<file path="src/rtl/dds_cmd_pkg.sv">
// dds_cmd_pkg: values shared by the DDS command transmitter and receiver.
// Opcodes, reply bytes, cmd encoding, frame lengths, tx FSM states.
package dds_cmd_pkg;

  localparam logic [7:0] OP_SET_FREQ = 8'h46;
  localparam logic [7:0] OP_ENABLE   = 8'h45;
  localparam logic [7:0] OP_DISABLE  = 8'h44;

  localparam logic [7:0] BYTE_ACK  = 8'h06;
  localparam logic [7:0] BYTE_NACK = 8'h15;

  localparam logic [2:0] LEN_FREQ = 3'd7;
  localparam logic [2:0] LEN_CTRL = 3'd2;

  typedef enum logic [1:0] {
    CMD_SET_FREQ = 2'd0,
    CMD_ENABLE   = 2'd1,
    CMD_DISABLE  = 2'd2,
    CMD_RSVD     = 2'd3
  } cmd_e;

  typedef enum logic [2:0] {
    S_IDLE,
    S_LOAD,
    S_SEND,
    S_HOLD,
    S_WAIT_TX,
    S_WAIT_ACK,
    S_FINISH
  } tx_state_e;

  typedef enum logic [1:0] {
    RES_ACK,
    RES_NACK,
    RES_TIMEOUT
  } res_e;

  function automatic logic [2:0] frame_len(
    input logic [1:0] c
  );
    return (c == CMD_SET_FREQ) ? LEN_FREQ
                               : LEN_CTRL;
  endfunction

endpackage

</file>
<file path="src/rtl/dds_cmd_frame.sv">
// dds_cmd_frame: picks the frame byte at idx for a latched command.
// In: cmd, m, idx, csum (running XOR). Out: byte_out.
module dds_cmd_frame
  import dds_cmd_pkg::*;
(
  input  logic [1:0]  cmd,
  input  logic [39:0] m,
  input  logic [2:0]  idx,
  input  logic [7:0]  csum,
  output logic [7:0]  byte_out
);

  logic       is_freq;
  logic [7:0] opcode;
  logic [7:0] m_byte;

  assign is_freq = (cmd == CMD_SET_FREQ);

  always_comb begin
    opcode = 8'h00;
    unique case (cmd_e'(cmd))
      CMD_SET_FREQ: opcode = OP_SET_FREQ;
      CMD_ENABLE:   opcode = OP_ENABLE;
      CMD_DISABLE:  opcode = OP_DISABLE;
      default:      opcode = 8'h00;
    endcase
  end

  // tuning word goes out MSB first at idx 1..5
  always_comb begin
    m_byte = m[7:0];
    case (idx)
      3'd1:    m_byte = m[39:32];
      3'd2:    m_byte = m[31:24];
      3'd3:    m_byte = m[23:16];
      3'd4:    m_byte = m[15:8];
      default: m_byte = m[7:0];
    endcase
  end

  // whatever follows the payload is the checksum
  always_comb begin
    byte_out = csum;
    unique case (1'b1)
      (idx == 3'd0):
        byte_out = opcode;
      (is_freq && idx >= 3'd1 && idx <= 3'd5):
        byte_out = m_byte;
      default:
        byte_out = csum;
    endcase
  end

endmodule

</file>
<file path="src/rtl/dds_cmd_tx.sv">
// dds_cmd_tx: sends a checksummed DDS command frame, awaits ACK/NACK.
// send/cmd/m_in in; busy/done/flags out; transmit/tx_byte to uart.
module dds_cmd_tx
  import dds_cmd_pkg::*;
#(
  parameter int TIMEOUT_CYCLES = 120000
) (
  input  logic        clk,
  input  logic        rst_n,
  input  logic        send,
  input  logic [1:0]  cmd,
  input  logic [39:0] m_in,
  output logic        busy,
  output logic        done,
  output logic        ack_ok,
  output logic        nack,
  output logic        timeout,
  output logic        transmit,
  output logic [7:0]  tx_byte,
  input  logic        is_transmitting,
  input  logic        received,
  input  logic [7:0]  rx_byte
);

  localparam int TW = $clog2(TIMEOUT_CYCLES + 1);
  localparam logic [TW-1:0] TIMER_LOAD =
    TW'(TIMEOUT_CYCLES - 1);

  tx_state_e   state;
  res_e        res;
  logic [1:0]  cmd_q;
  logic [39:0] m_q;
  logic [2:0]  idx;
  logic [7:0]  csum;
  logic [TW-1:0] timer;
  logic [7:0]  frame_byte;
  logic        reply_ack;
  logic        reply_nack;

  assign reply_ack  = received &&
                      (rx_byte == BYTE_ACK);
  assign reply_nack = received &&
                      (rx_byte == BYTE_NACK);

  dds_cmd_frame u_frame (
    .cmd      (cmd_q),
    .m        (m_q),
    .idx      (idx),
    .csum     (csum),
    .byte_out (frame_byte)
  );

  always_ff @(posedge clk or negedge rst_n) begin
    if (!rst_n) begin
      state    <= S_IDLE;
      res      <= RES_ACK;
      cmd_q    <= '0;
      m_q      <= '0;
      idx      <= '0;
      csum     <= '0;
      timer    <= '0;
      busy     <= 1'b0;
      done     <= 1'b0;
      ack_ok   <= 1'b0;
      nack     <= 1'b0;
      timeout  <= 1'b0;
      transmit <= 1'b0;
      tx_byte  <= '0;
    end else begin
      done     <= 1'b0;
      transmit <= 1'b0;
      unique case (state)
        S_IDLE: begin
          if (send) begin
            cmd_q <= cmd;
            m_q   <= m_in;
            idx   <= '0;
            csum  <= '0;
            busy  <= 1'b1;
            state <= S_LOAD;
          end
        end
        S_LOAD: begin
          ack_ok  <= 1'b0;
          nack    <= 1'b0;
          timeout <= 1'b0;
          if (cmd_q == CMD_RSVD) begin
            nack  <= 1'b1;
            done  <= 1'b1;
            busy  <= 1'b0;
            state <= S_IDLE;
          end else begin
            transmit <= 1'b1;
            tx_byte  <= frame_byte;
            csum     <= csum ^ frame_byte;
            idx      <= idx + 3'd1;
            state    <= S_SEND;
          end
        end
        S_SEND: state <= S_HOLD;
        S_HOLD: state <= S_WAIT_TX;
        S_WAIT_TX: begin
          if (!is_transmitting) begin
            if (idx < frame_len(cmd_q)) begin
              transmit <= 1'b1;
              tx_byte  <= frame_byte;
              csum     <= csum ^ frame_byte;
              idx      <= idx + 3'd1;
              state    <= S_SEND;
            end else begin
              timer <= TIMER_LOAD;
              state <= S_WAIT_ACK;
            end
          end
        end
        S_WAIT_ACK: begin
          // a reply on the expiry cycle wins
          if (reply_ack) begin
            res   <= RES_ACK;
            state <= S_FINISH;
          end else if (reply_nack) begin
            res   <= RES_NACK;
            state <= S_FINISH;
          end else if (timer == '0) begin
            res   <= RES_TIMEOUT;
            state <= S_FINISH;
          end else begin
            timer <= timer - TW'(1);
          end
        end
        S_FINISH: begin
          done    <= 1'b1;
          busy    <= 1'b0;
          ack_ok  <= (res == RES_ACK);
          nack    <= (res == RES_NACK);
          timeout <= (res == RES_TIMEOUT);
          state   <= S_IDLE;
        end
        default: state <= S_IDLE;
      endcase
    end
  end

endmodule

</file>
<file path="config.mk">
export PLATFORM = sky130hd
export DESIGN_NAME = dds_cmd_tx
export DESIGN_NICKNAME = d
export VERILOG_FILES = /design/src/rtl/dds_cmd_pkg.sv /design/src/rtl/dds_cmd_frame.sv /design/src/rtl/dds_cmd_tx.sv
export SDC_FILE = /design/constraint.sdc
export NUM_CORES = 1
export LEC_CHECK = 0
export CORE_MARGIN = 4
export CORE_UTILIZATION = 40
export CTS_CLUSTER_DIAMETER = 200
export CTS_CLUSTER_SIZE = 40
export DETAILED_ROUTE_END_ITERATION = 10
export PLACE_DENSITY = 0.6
export SLEW_MARGIN = 40
export SYNTH_ARGS = -nofsm -noshare
export SYNTH_HDL_FRONTEND = slang
export SYNTH_HIERARCHICAL = 1
export SYNTH_SLANG_ARGS = --single-unit
</file>
<file path="constraint.sdc">
create_clock -name clk -period 3.45 [get_ports clk]
set_clock_uncertainty 0.05 [all_clocks]
set_input_delay 1.035 -clock clk [delete_from_list [all_inputs] [get_ports clk]]
set_output_delay 1.035 -clock clk [all_outputs]
set_load 0.005 [all_outputs]
</file>
==> qor.txt <==
status: finished clean
Fill cells: 1044
switching power: 1.83 mW
Clk pin slew, worst setup/hold paths: 0.06 ns
Comb power frac: 0.427
Syn Std Cell Area: 4700 um^2
Max VDD drop: 472 uV
post-synth top area cell: dfrtp_1
CTS root buf: clkbuf_16
remaining antenna violation count: 0
synth top area cells: dfrtp_1, mux2_2, nor2_1
antenna diode count: 0
Num CTS Buffers: 9
Via Count: 3681
CTS-repair resized insts: 0
Mapped Cells: 439
Final period util: 0.815
most crowded layer after global routing: met2
Final min period: 2.81 ns
most frequent cells in the layout: dfrtp_1, clkdlybuf4s50_1, mux2_2
I/O pin cnt: 69
largest net degree at the start of global routing: 53
sequential cell area: 2230 um^2
post-detail-place hpwl: 8.03 mm
placed cell area: 5540 um^2
WL per Instance: 17.3 um
DRT Pass-1 Iters: 4
ys flop type: dfrtp_1
met2 Use GR: 0.275
fin. max-slew vios: 0
Yosys reg bits: 89
Hold WC Path Type: reg2reg
RSZ-0062 raised after global routing: false
Warnings, synthesis: 6
GR Layer Usage met3: 0.0394
Seq pwr share: 0.373
Critical Path RT: 3.63 ns
CTS tree: done
GP Congestion: 0.830
Mapped Nets: 498
# H-tree levels: 3
final WL: 11.4 mm
hold-fix buffer count after cts: 0
met1 Use GR: 0.237
nature of the critical path startpoint: input pin
clk_lat worst skew: 0.34 ns
Port Buffers: 68
vias in the first global route: 3813
Leak: 2.30 nW
Setup violations, final: 0
sequential fraction of the synthesis area: 0.474
drt drc: 0
Placed Cells: 640
Nets: 567
global-route wire length before repair: 19.1 mm
Synth async-reset ratio: 1.00
final hold vios: 0
synth-to-layout area growth: 24.6%
total die area: 13500 um^2
CP Max Fanout: 11
Synth top area share: 0.474
Core Footprint: 11500 um^2
CP arrival: 2.99 ns
Tot GR Track Use: 0.180
P per Cell Area: 870 nW/um^2
utilization after layout: 0.510
DR vias/cell: 5.61
Clock Power Share: 0.199
setup_tns: 0 ns
Chip Width: 116 um
Post CTS Setup Buffer Count: 0
sw frac: 0.359
Starting DRT DRC Count: 264
Sink Count: 89
Initial Utilization: 0.409
Post-Syn Area per Cell: 10.7 um^2
Hold Slack: 0.456 ns
fin cells: 656
area of the multi-input gates: 2310 um^2
design area: 5850 um^2
initial antenna violation count: 0
clock buffer depth: 2
Worst slew margin: 0.476
commonest non-fill, non-tap cell in the layout: dfrtp_1
Overflow after GRT: 0
Post-synth EDFFs: 0
DIE HEIGHT: 116 um
layout cells sized above 1: 0.197
Worst Tran Pin Value: 0.782 ns
MaxCap Viol Count: 0
Netlist cell types: 63
CP Capture Type: flop
Max Clk Rate: 356 MHz
Rows: 39
crit path kind: in2reg
internal power: 3.26 mW
-- worst max-delay path: stages --
cell and delay (ns):
clkdlybuf4s50_1 0.40, or4b_4 0.58, a2111o_1 0.59, o21ai_0 0.16, nor3_1 0.07, a21o_1 0.15
-- power by group through the flow --
stage	clock network, mW	logic [mW]	registers, mW
global route	1.08	2.43	1.97
floorplan	0	1.63	1.79
finish	1.01	2.18	1.90
CTS	1.04	2.19	1.90
detailed placement	0	2.17	1.92
global placement	0	2.12	1.90
-- metrics by stage --
| stage | worst slack (ns) | power [mW] |
|---|---|---|
| 6_report | 0.638 | 5.09 |
| 5_1_grt | 0.460 | 5.48 |
| 4_1_cts | 0.659 | 5.13 |
| 3_5_place_dp | 0.304 | 4.09 |
| 3_3_place_gp | 0.317 | 4.02 |
| 2_1_floorplan | 0.795 | 3.42 |
-- layer usage --
metal  routed length, um  up-vias
met5                   0        -
met4                 384        0
met3                 438       24
met2                5230       98
met1                5320     1800
li1                    -     1759
-- sequential cells by signal (all words and copies together) (netlist names) --
name and count:
ack_ok 1, busy 1, cmd_q 2, csum 8
done 1, idx 3, m_q 40, nack 1
res 2, state 3, timeout 1, timer 17
transmit 1, tx_byte 8
-- path summary, 6_finish.rpt --
check	startpoint	to	slack, ns	depth (start not counted)
worst min-delay path	m_q[28]	m_q[28]	0.46	1
worst max-delay path	rx_byte[3]	timer[4]	0.64	6
min in group asynchronous	rst_n	done	0.63	1
max in group asynchronous	rst_n	timer[10]	2.07	2
worst min register to register	m_q[28]	m_q[28]	0.46	1
worst max register to register	cmd_q[0]	timer[7]	0.71	8
-- Yosys cell counts, types with 5 or more instances --
master / n
o21ai_1: 5
o31ai_1: 5
nor4_1: 15
nor2_1: 50
a21oi_1: 20
buf_2: 8
a22oi_1: 5
mux2i_1: 6
xnor2_1: 10
nand3b_1: 5
dfrtp_1: 89
o21ai_0: 23
nand2_1: 14
o22ai_1: 5
clkbuf_1: 9
nor3_1: 8
a31oi_1: 12
nand2b_1: 14
inv_1: 7
mux2_2: 52
-- logic make-up after synthesis --
family / share of synthesized area
AND/OR/NAND/NOR: 0.175
AO/OA/AOI/OAI: 0.148
flip-flops: 0.474
multiplexers: 0.137
buffers and inverters: 0.0341
XOR/XNOR: 0.0205
adder cells (fa/ha/maj): 0.0107
-- layout make-up --
| type | count | area share |
|---|---|---|
| clock buffer | 14 | 0.0468 |
| clock inverter | 2 | 0.00599 |
| multi-input combinational | 320 | 0.395 |
| tap | 143 | 0.0306 |
| sequential | 89 | 0.381 |
| timing repair buffer | 81 | 0.137 |
| inverter | 7 | 0.00449 |
(Power assumes the default switching activity.)
